===== config.mk =====
export PLATFORM = sky130hd
export DESIGN_NAME = async_receiver
export DESIGN_NICKNAME = d
export VERILOG_FILES = /design/src/rtl/async_receiver.sv
export SDC_FILE = /design/constraint.sdc
export NUM_CORES = 1
export LEC_CHECK = 0
export BUFFER_PORTS_ARGS = -buffer_cell sky130_fd_sc_hd__buf_4
export CAP_MARGIN = 20
export CELL_PAD_IN_SITES_DETAIL_PLACEMENT = 0
export CELL_PAD_IN_SITES_GLOBAL_PLACEMENT = 2
export CORE_UTILIZATION = 44
export DETAILED_ROUTE_END_ITERATION = 10
export PLACE_DENSITY = 0.9
export SLEW_MARGIN = 20
export SYNTH_ARGS = -nofsm -noshare
export SYNTH_HDL_FRONTEND = slang
export SYNTH_SLANG_ARGS = --single-unit

===== constraint.sdc =====
create_clock -name CLOCK_50 -period 5.5 [get_ports CLOCK_50]
set_input_delay 0.55 -clock CLOCK_50 [delete_from_list [all_inputs] [get_ports CLOCK_50]]
set_output_delay 0.55 -clock CLOCK_50 [all_outputs]
set_load 0.005 [all_outputs]

===== src/rtl/async_receiver.sv =====
// ---------------------------------------------------------------------------
// async_receiver : UART 8N1 receiver, oversampled, majority-filtered, mid-bit
// Revision 1.0
// ---------------------------------------------------------------------------
`default_nettype none

module async_receiver #(
  parameter int ClkFrequency = 50000000,
  parameter int Baud         = 115200,
  parameter int Oversampling = 8,
  parameter int IdleBits     = 10
) (
  input  logic       CLOCK_50,
  input  logic       rst,
  input  logic       UART_RXD,
  output logic [7:0] RxD_data,
  output logic       RxD_data_ready,
  output logic       RxD_frame_err,
  output logic       RxD_idle,
  output logic       RxD_endofpacket
);

  localparam int ACC_WIDTH = 16;
  localparam logic [63:0] ACC_INC_W =
      (((64'(Baud) * 64'(Oversampling)) << ACC_WIDTH) + 64'(ClkFrequency / 2)) / 64'(ClkFrequency);
  localparam logic [ACC_WIDTH-1:0] ACC_INC = ACC_WIDTH'(ACC_INC_W);

  localparam int OS_W = $clog2(Oversampling);
  localparam logic [OS_W-1:0] OS_LAST = OS_W'(Oversampling - 1);
  localparam logic [OS_W-1:0] OS_HALF = OS_W'(Oversampling / 2 - 1);
  localparam logic [OS_W-1:0] OS_ONE  = OS_W'(1);

  localparam int GAP_MAX = IdleBits * Oversampling;
  localparam int GAP_W   = $clog2(GAP_MAX + 1);
  localparam logic [GAP_W-1:0] GAP_SAT = GAP_W'(GAP_MAX);
  localparam logic [GAP_W-1:0] GAP_ONE = GAP_W'(1);

  typedef enum logic [2:0] {
    S_IDLE  = 3'd0,
    S_START = 3'd1,
    S_DATA  = 3'd2,
    S_STOP  = 3'd3,
    S_BREAK = 3'd4
  } state_t;

  logic [ACC_WIDTH:0] acc;
  logic               tick;
  logic [1:0]         sync;
  logic [2:0]         hist;
  logic               rx_bit;
  state_t             state;
  logic [OS_W-1:0]    os_cnt;
  logic [2:0]         bit_idx;
  logic [7:0]         shift_reg;
  logic [GAP_W-1:0]   gap_cnt;
  logic               stop_seen;

  // Tick is the carry of a free-running fractional accumulator.
  assign tick   = acc[ACC_WIDTH];
  assign rx_bit = (hist[0] & hist[1]) | (hist[0] & hist[2]) | (hist[1] & hist[2]);

  always_ff @(posedge CLOCK_50 or negedge rst) begin
    if (!rst) begin
      acc  <= '0;
      sync <= 2'b11;
      hist <= 3'b111;
    end else begin
      acc  <= {1'b0, acc[ACC_WIDTH-1:0]} + {1'b0, ACC_INC};
      sync <= {sync[0], UART_RXD};
      if (tick) hist <= {hist[1:0], sync[1]};
    end
  end

  always_ff @(posedge CLOCK_50 or negedge rst) begin
    if (!rst) begin
      state           <= S_IDLE;
      os_cnt          <= '0;
      bit_idx         <= '0;
      shift_reg       <= '0;
      gap_cnt         <= '0;
      stop_seen       <= 1'b0;
      RxD_data        <= '0;
      RxD_data_ready  <= 1'b0;
      RxD_frame_err   <= 1'b0;
      RxD_idle        <= 1'b0;
      RxD_endofpacket <= 1'b0;
    end else begin
      RxD_data_ready  <= 1'b0;
      RxD_frame_err   <= 1'b0;
      RxD_endofpacket <= 1'b0;
      if (tick) begin
        case (state)
          S_IDLE: begin
            if (!rx_bit) begin
              state    <= S_START;
              os_cnt   <= '0;
              gap_cnt  <= '0;
              RxD_idle <= 1'b0;
            end else if (gap_cnt != GAP_SAT) begin
              gap_cnt <= gap_cnt + GAP_ONE;
            end
          end
          S_START: begin
            if (os_cnt == OS_HALF) begin
              if (rx_bit) begin
                state <= S_IDLE;
              end else begin
                os_cnt  <= '0;
                bit_idx <= '0;
                state   <= S_DATA;
              end
            end else begin
              os_cnt <= os_cnt + OS_ONE;
            end
          end
          S_DATA: begin
            if (os_cnt == OS_LAST) begin
              os_cnt    <= '0;
              shift_reg <= {rx_bit, shift_reg[7:1]};
              if (bit_idx == 3'd7) state <= S_STOP;
              else bit_idx <= bit_idx + 3'd1;
            end else begin
              os_cnt <= os_cnt + OS_ONE;
            end
          end
          S_STOP: begin
            if (os_cnt == OS_LAST) begin
              os_cnt    <= '0;
              stop_seen <= 1'b1;
              if (rx_bit) begin
                RxD_data       <= shift_reg;
                RxD_data_ready <= 1'b1;
                state          <= S_IDLE;
              end else begin
                RxD_frame_err <= 1'b1;
                state         <= S_BREAK;
              end
            end else begin
              os_cnt <= os_cnt + OS_ONE;
            end
          end
          S_BREAK: begin
            if (rx_bit) state <= S_IDLE;
          end
          default: state <= S_IDLE;
        endcase
      end
      // Idle needs a measured gap that follows at least one stop bit.
      if (state == S_IDLE && rx_bit && gap_cnt == GAP_SAT && stop_seen && !RxD_idle) begin
        RxD_idle        <= 1'b1;
        RxD_endofpacket <= 1'b1;
        stop_seen       <= 1'b0;
      end
    end
  end

endmodule

`default_nettype wire


==> impl_results.rst <==
.. list-table::
   :header-rows: 1

   * - Metric
     - Value
   * - CTS tree
     - yes
   * - Period utilization
     - a little under two fifths
   * - Ratio of total power to cell area
     - 259 mW/mm²
   * - Post-CTS clock slew at the launch and capture registers of the worst setup and hold paths
     - ~0.1 ns
   * - Global-route wire length before repair
     - between 7000 and 8000 µm
   * - Outcome
     - completed
   * - Detail-routed net length per standard cell
     - 13.4 µm
   * - Share of flip-flops with an asynchronous set or reset
     - 100%
   * - Data required time of the critical path
     - 5.71 ns
   * - Inserted Clock Buffers
     - 5
   * - Static leakage power
     - 0.00130 µW
   * - Total routed wirelength
     - between 4000 and 5000 µm
   * - Largest cells by area after synthesis
     - sky130_fd_sc_hd__dfrtp_1, sky130_fd_sc_hd__mux2_2, sky130_fd_sc_hd__dfstp_2
   * - Pwr Total
     - around 740 µW
   * - Overflow left after global routing
     - 0
   * - Worst slew pin tran
     - a little under 0.7 ns
   * - Count of buffers inserted at the top-level ports
     - 14
   * - Flip-flop count of the largest register, all copies and words added
     - 14
   * - Number of failing setup endpoints in the final timing report
     - 0
   * - Most frequent cells in the layout
     - sky130_fd_sc_hd__dfrtp_1, sky130_fd_sc_hd__mux2_2, sky130_fd_sc_hd__inv_1, sky130_fd_sc_hd__nand2_1, sky130_fd_sc_hd__buf_4
   * - Hold-fix buffer count after cts
     - 0
   * - Placed wire-length estimate
     - 2800 µm
   * - Largest net degree at the start of global routing
     - 57
   * - Peak supply drop
     - roughly 140 µV
   * - Drt first-iter violations
     - between 50 and 60
   * - Standard-cell rows
     - 27
   * - Most common library cell in the layout ignoring fill and taps
     - sky130_fd_sc_hd__dfrtp_1
   * - Post-CTS repair timing setup buffer count
     - 0
   * - # DRC
     - 0
   * - Number of filler instances in the final layout
     - just over 500
   * - Switching pwr
     - 141 µW
   * - Path category of the worst min-delay check
     - input pin to asynchronous set/reset pin
   * - Clock sinks
     - 56
   * - Minimum setup slack among reg-to-reg paths
     - 3.47 ns
   * - Cell internal pwr
     - a little under 600 µW
   * - Avg Synthesized Cell Area
     - ~12 µm²
   * - Count of different cell masters after synthesis
     - 46
   * - Share of power burned in combinational logic
     - 1.1%
   * - Number of synthesized register bits
     - 56
   * - Routability congestion estimate
     - between 0.8 and 0.9
   * - Post-synthesis sequential area ratio
     - 55.0%
   * - Critical path startpoint category
     - flip-flop
   * - Fraction of final layout cells with drive strength greater than 1
     - around 23%
   * - Root buffer cell
     - sky130_fd_sc_hd__clkbuf_8
   * - Number of pins exceeding their max-slew limit in the final report
     - 0
   * - Die Footprint
     - 0.00612 mm²
   * - Hold violation total from the final report
     - 0
   * - Synthesized instance count
     - 215
   * - Highest fanout seen on the critical path
     - 9
   * - Syn-to-layout area delta
     - 11.5%
   * - Syn Std Cell Area
     - 0.00256 mm²
   * - Core Region
     - between 0.005 and 0.006 mm²
   * - Gr usage total
     - 15.6%
   * - DIE WIDTH
     - between 70 and 80 µm
   * - Ant diodes
     - 0
   * - Kind of critical path
     - flip-flop to flip-flop
   * - Setup slack after placement
     - 3.44 ns
   * - Vias in the first global route
     - 1594
   * - Main synth FF type
     - sky130_fd_sc_hd__dfrtp_1
   * - Arrival time of the worst setup path
     - 2.23 ns
   * - Initial standard-cell utilization of the core
     - around 46%
   * - Total negative slack for setup checks
     - 0 ns
   * - Net Sw Frac
     - a little under a fifth
   * - H-tree depth
     - 2
   * - Number of maximum-capacitance violations
     - 0
   * - Share of power burned in registers
     - 56.0%
   * - Min Clock Period, post-route
     - 2.03 ns
   * - Via-per-instance ratio
     - 5.35
   * - IO Pins
     - 15
   * - Maximum root-to-sink buffer count
     - 2
   * - Antenna violations before repair
     - 0
   * - Type of destination of the critical path
     - flip-flop
   * - Resize count post-CTS
     - 0
   * - Clk Latency, worst-skew pair
     - 0.31 ns
   * - Cell accounting for the most synthesized area
     - sky130_fd_sc_hd__dfrtp_1
   * - Height of the chip
     - 78.2 µm
   * - Synth top area share
     - 49.9%
   * - Number of detailed-routing iterations run before antenna repair
     - 4
   * - Max-slew headroom at the worst pin
     - 54.3%
   * - Unrepaired setup endpoints after global routing
     - no
   * - Syn. warnings
     - 0
   * - Final antenna-violating net count
     - 0
   * - Clk_skew
     - 0.0139 ns
   * - Vias after detailed routing
     - 1616
   * - Nets@finish
     - 240
   * - Clock share of power
     - between 40% and 50%
   * - Number of enable-type register cells in the synthesized netlist
     - 0
   * - Net Count, Synth
     - between 200 and 250
   * - Worst setup margin
     - around 3.5 ns
   * - Highest achievable clock rate
     - 0.493 GHz
[synthesized netlist by cell type, types with 2 or more instances]
cell type,n
sky130_fd_sc_hd__dfrtp_1,51
sky130_fd_sc_hd__mux2_2,21
sky130_fd_sc_hd__inv_1,16
sky130_fd_sc_hd__nand2_1,16
sky130_fd_sc_hd__xnor2_1,9
sky130_fd_sc_hd__ha_1,8
sky130_fd_sc_hd__o21ai_0,8
sky130_fd_sc_hd__a21oi_1,7
sky130_fd_sc_hd__nand3_1,6
sky130_fd_sc_hd__dfstp_2,5
sky130_fd_sc_hd__nor2_1,5
sky130_fd_sc_hd__a21o_1,4
sky130_fd_sc_hd__o31ai_1,4
sky130_fd_sc_hd__o41ai_1,4
sky130_fd_sc_hd__and2_1,3
sky130_fd_sc_hd__buf_2,3
sky130_fd_sc_hd__clkbuf_1,3
sky130_fd_sc_hd__nand2b_1,3
sky130_fd_sc_hd__o21a_1,3
sky130_fd_sc_hd__a211oi_1,2
sky130_fd_sc_hd__a32oi_1,2
sky130_fd_sc_hd__mux2i_1,2
sky130_fd_sc_hd__nand4_1,2
sky130_fd_sc_hd__nor3_1,2
sky130_fd_sc_hd__nor3b_1,2
sky130_fd_sc_hd__nor4_1,2
sky130_fd_sc_hd__or4b_1,2
sky130_fd_sc_hd__xor2_1,2
[stage by stage]
stage          cell area, µm²  cells  hold WS, ns  util [%]
2_1_floorplan            2560    215        0.254         -
3_3_place_gp             2720    294        0.346      49.0
3_5_place_dp             2720    294        0.357      49.0
4_1_cts                  2850    302        0.304      51.5
5_1_grt                  2850    302        0.317      51.5
6_report                 2850    302        0.274      51.5
[cell families after synthesis]
logic type,after synthesis,synth area share [%]
compound gates,41,11.3
xor+xnor,11,3.77
fa+ha+maj,9,4.31
buf+inv,23,3.82
flops,56,55.0
mux,23,10.0
simple gates,52,11.8
[worst max-delay path, cell delays in order (launching register included)]
cell                      delay, ns
sky130_fd_sc_hd__dfrtp_1       0.40
sky130_fd_sc_hd__ha_1          0.22
sky130_fd_sc_hd__ha_1          0.23
sky130_fd_sc_hd__and3b_1       0.20
sky130_fd_sc_hd__and3_1        0.20
sky130_fd_sc_hd__nand2_1       0.29
sky130_fd_sc_hd__mux2_2        0.38
[final cells by class]
class | count | area [µm²] | area share (%)
clock buffers | 5 | 68.8 | 2.41
clock inverters | 3 | 68.8 | 2.41
inverters | 16 | 60.1 | 2.11
multi-input cells | 136 | 1050 | 36.9
flip-flops and latches | 56 | 1410 | 49.3
well taps | 72 | 90.1 | 3.16
repair buffers | 14 | 105 | 3.68
[routing by layer]
layer	GRT usage (%)	wire length, µm	share of wire [%]
met5	0	0	0
met4	6.67	72	1.8
met3	3.60	124	3.1
met2	23.6	1790	44
met1	21.5	2060	51
[final timing paths]
path / from / end / cells after the start
min in group CLOCK_50: UART_RXD / sync[0] / 1
max in group asynchronous: rst / bit_idx[1] / 1
worst max-delay path: os_cnt[0] / RxD_data[6] / 6
worst min-delay path: rst / acc[12] / 1
worst max register to register: os_cnt[0] / RxD_data[6] / 6
worst min register to register: sync[0] / sync[1] / 0
[power by group through the flow]
stage,sequential [µW],combinational (µW),clock (µW)
after floorplan,421,0.00619,0
after global placement,421,9.27,0
after detailed placement,421,9.32,0
after CTS,413,9.36,327
after global routing,413,10.4,342
final,413,8.39,316
Power figures use the tool's default switching activity.
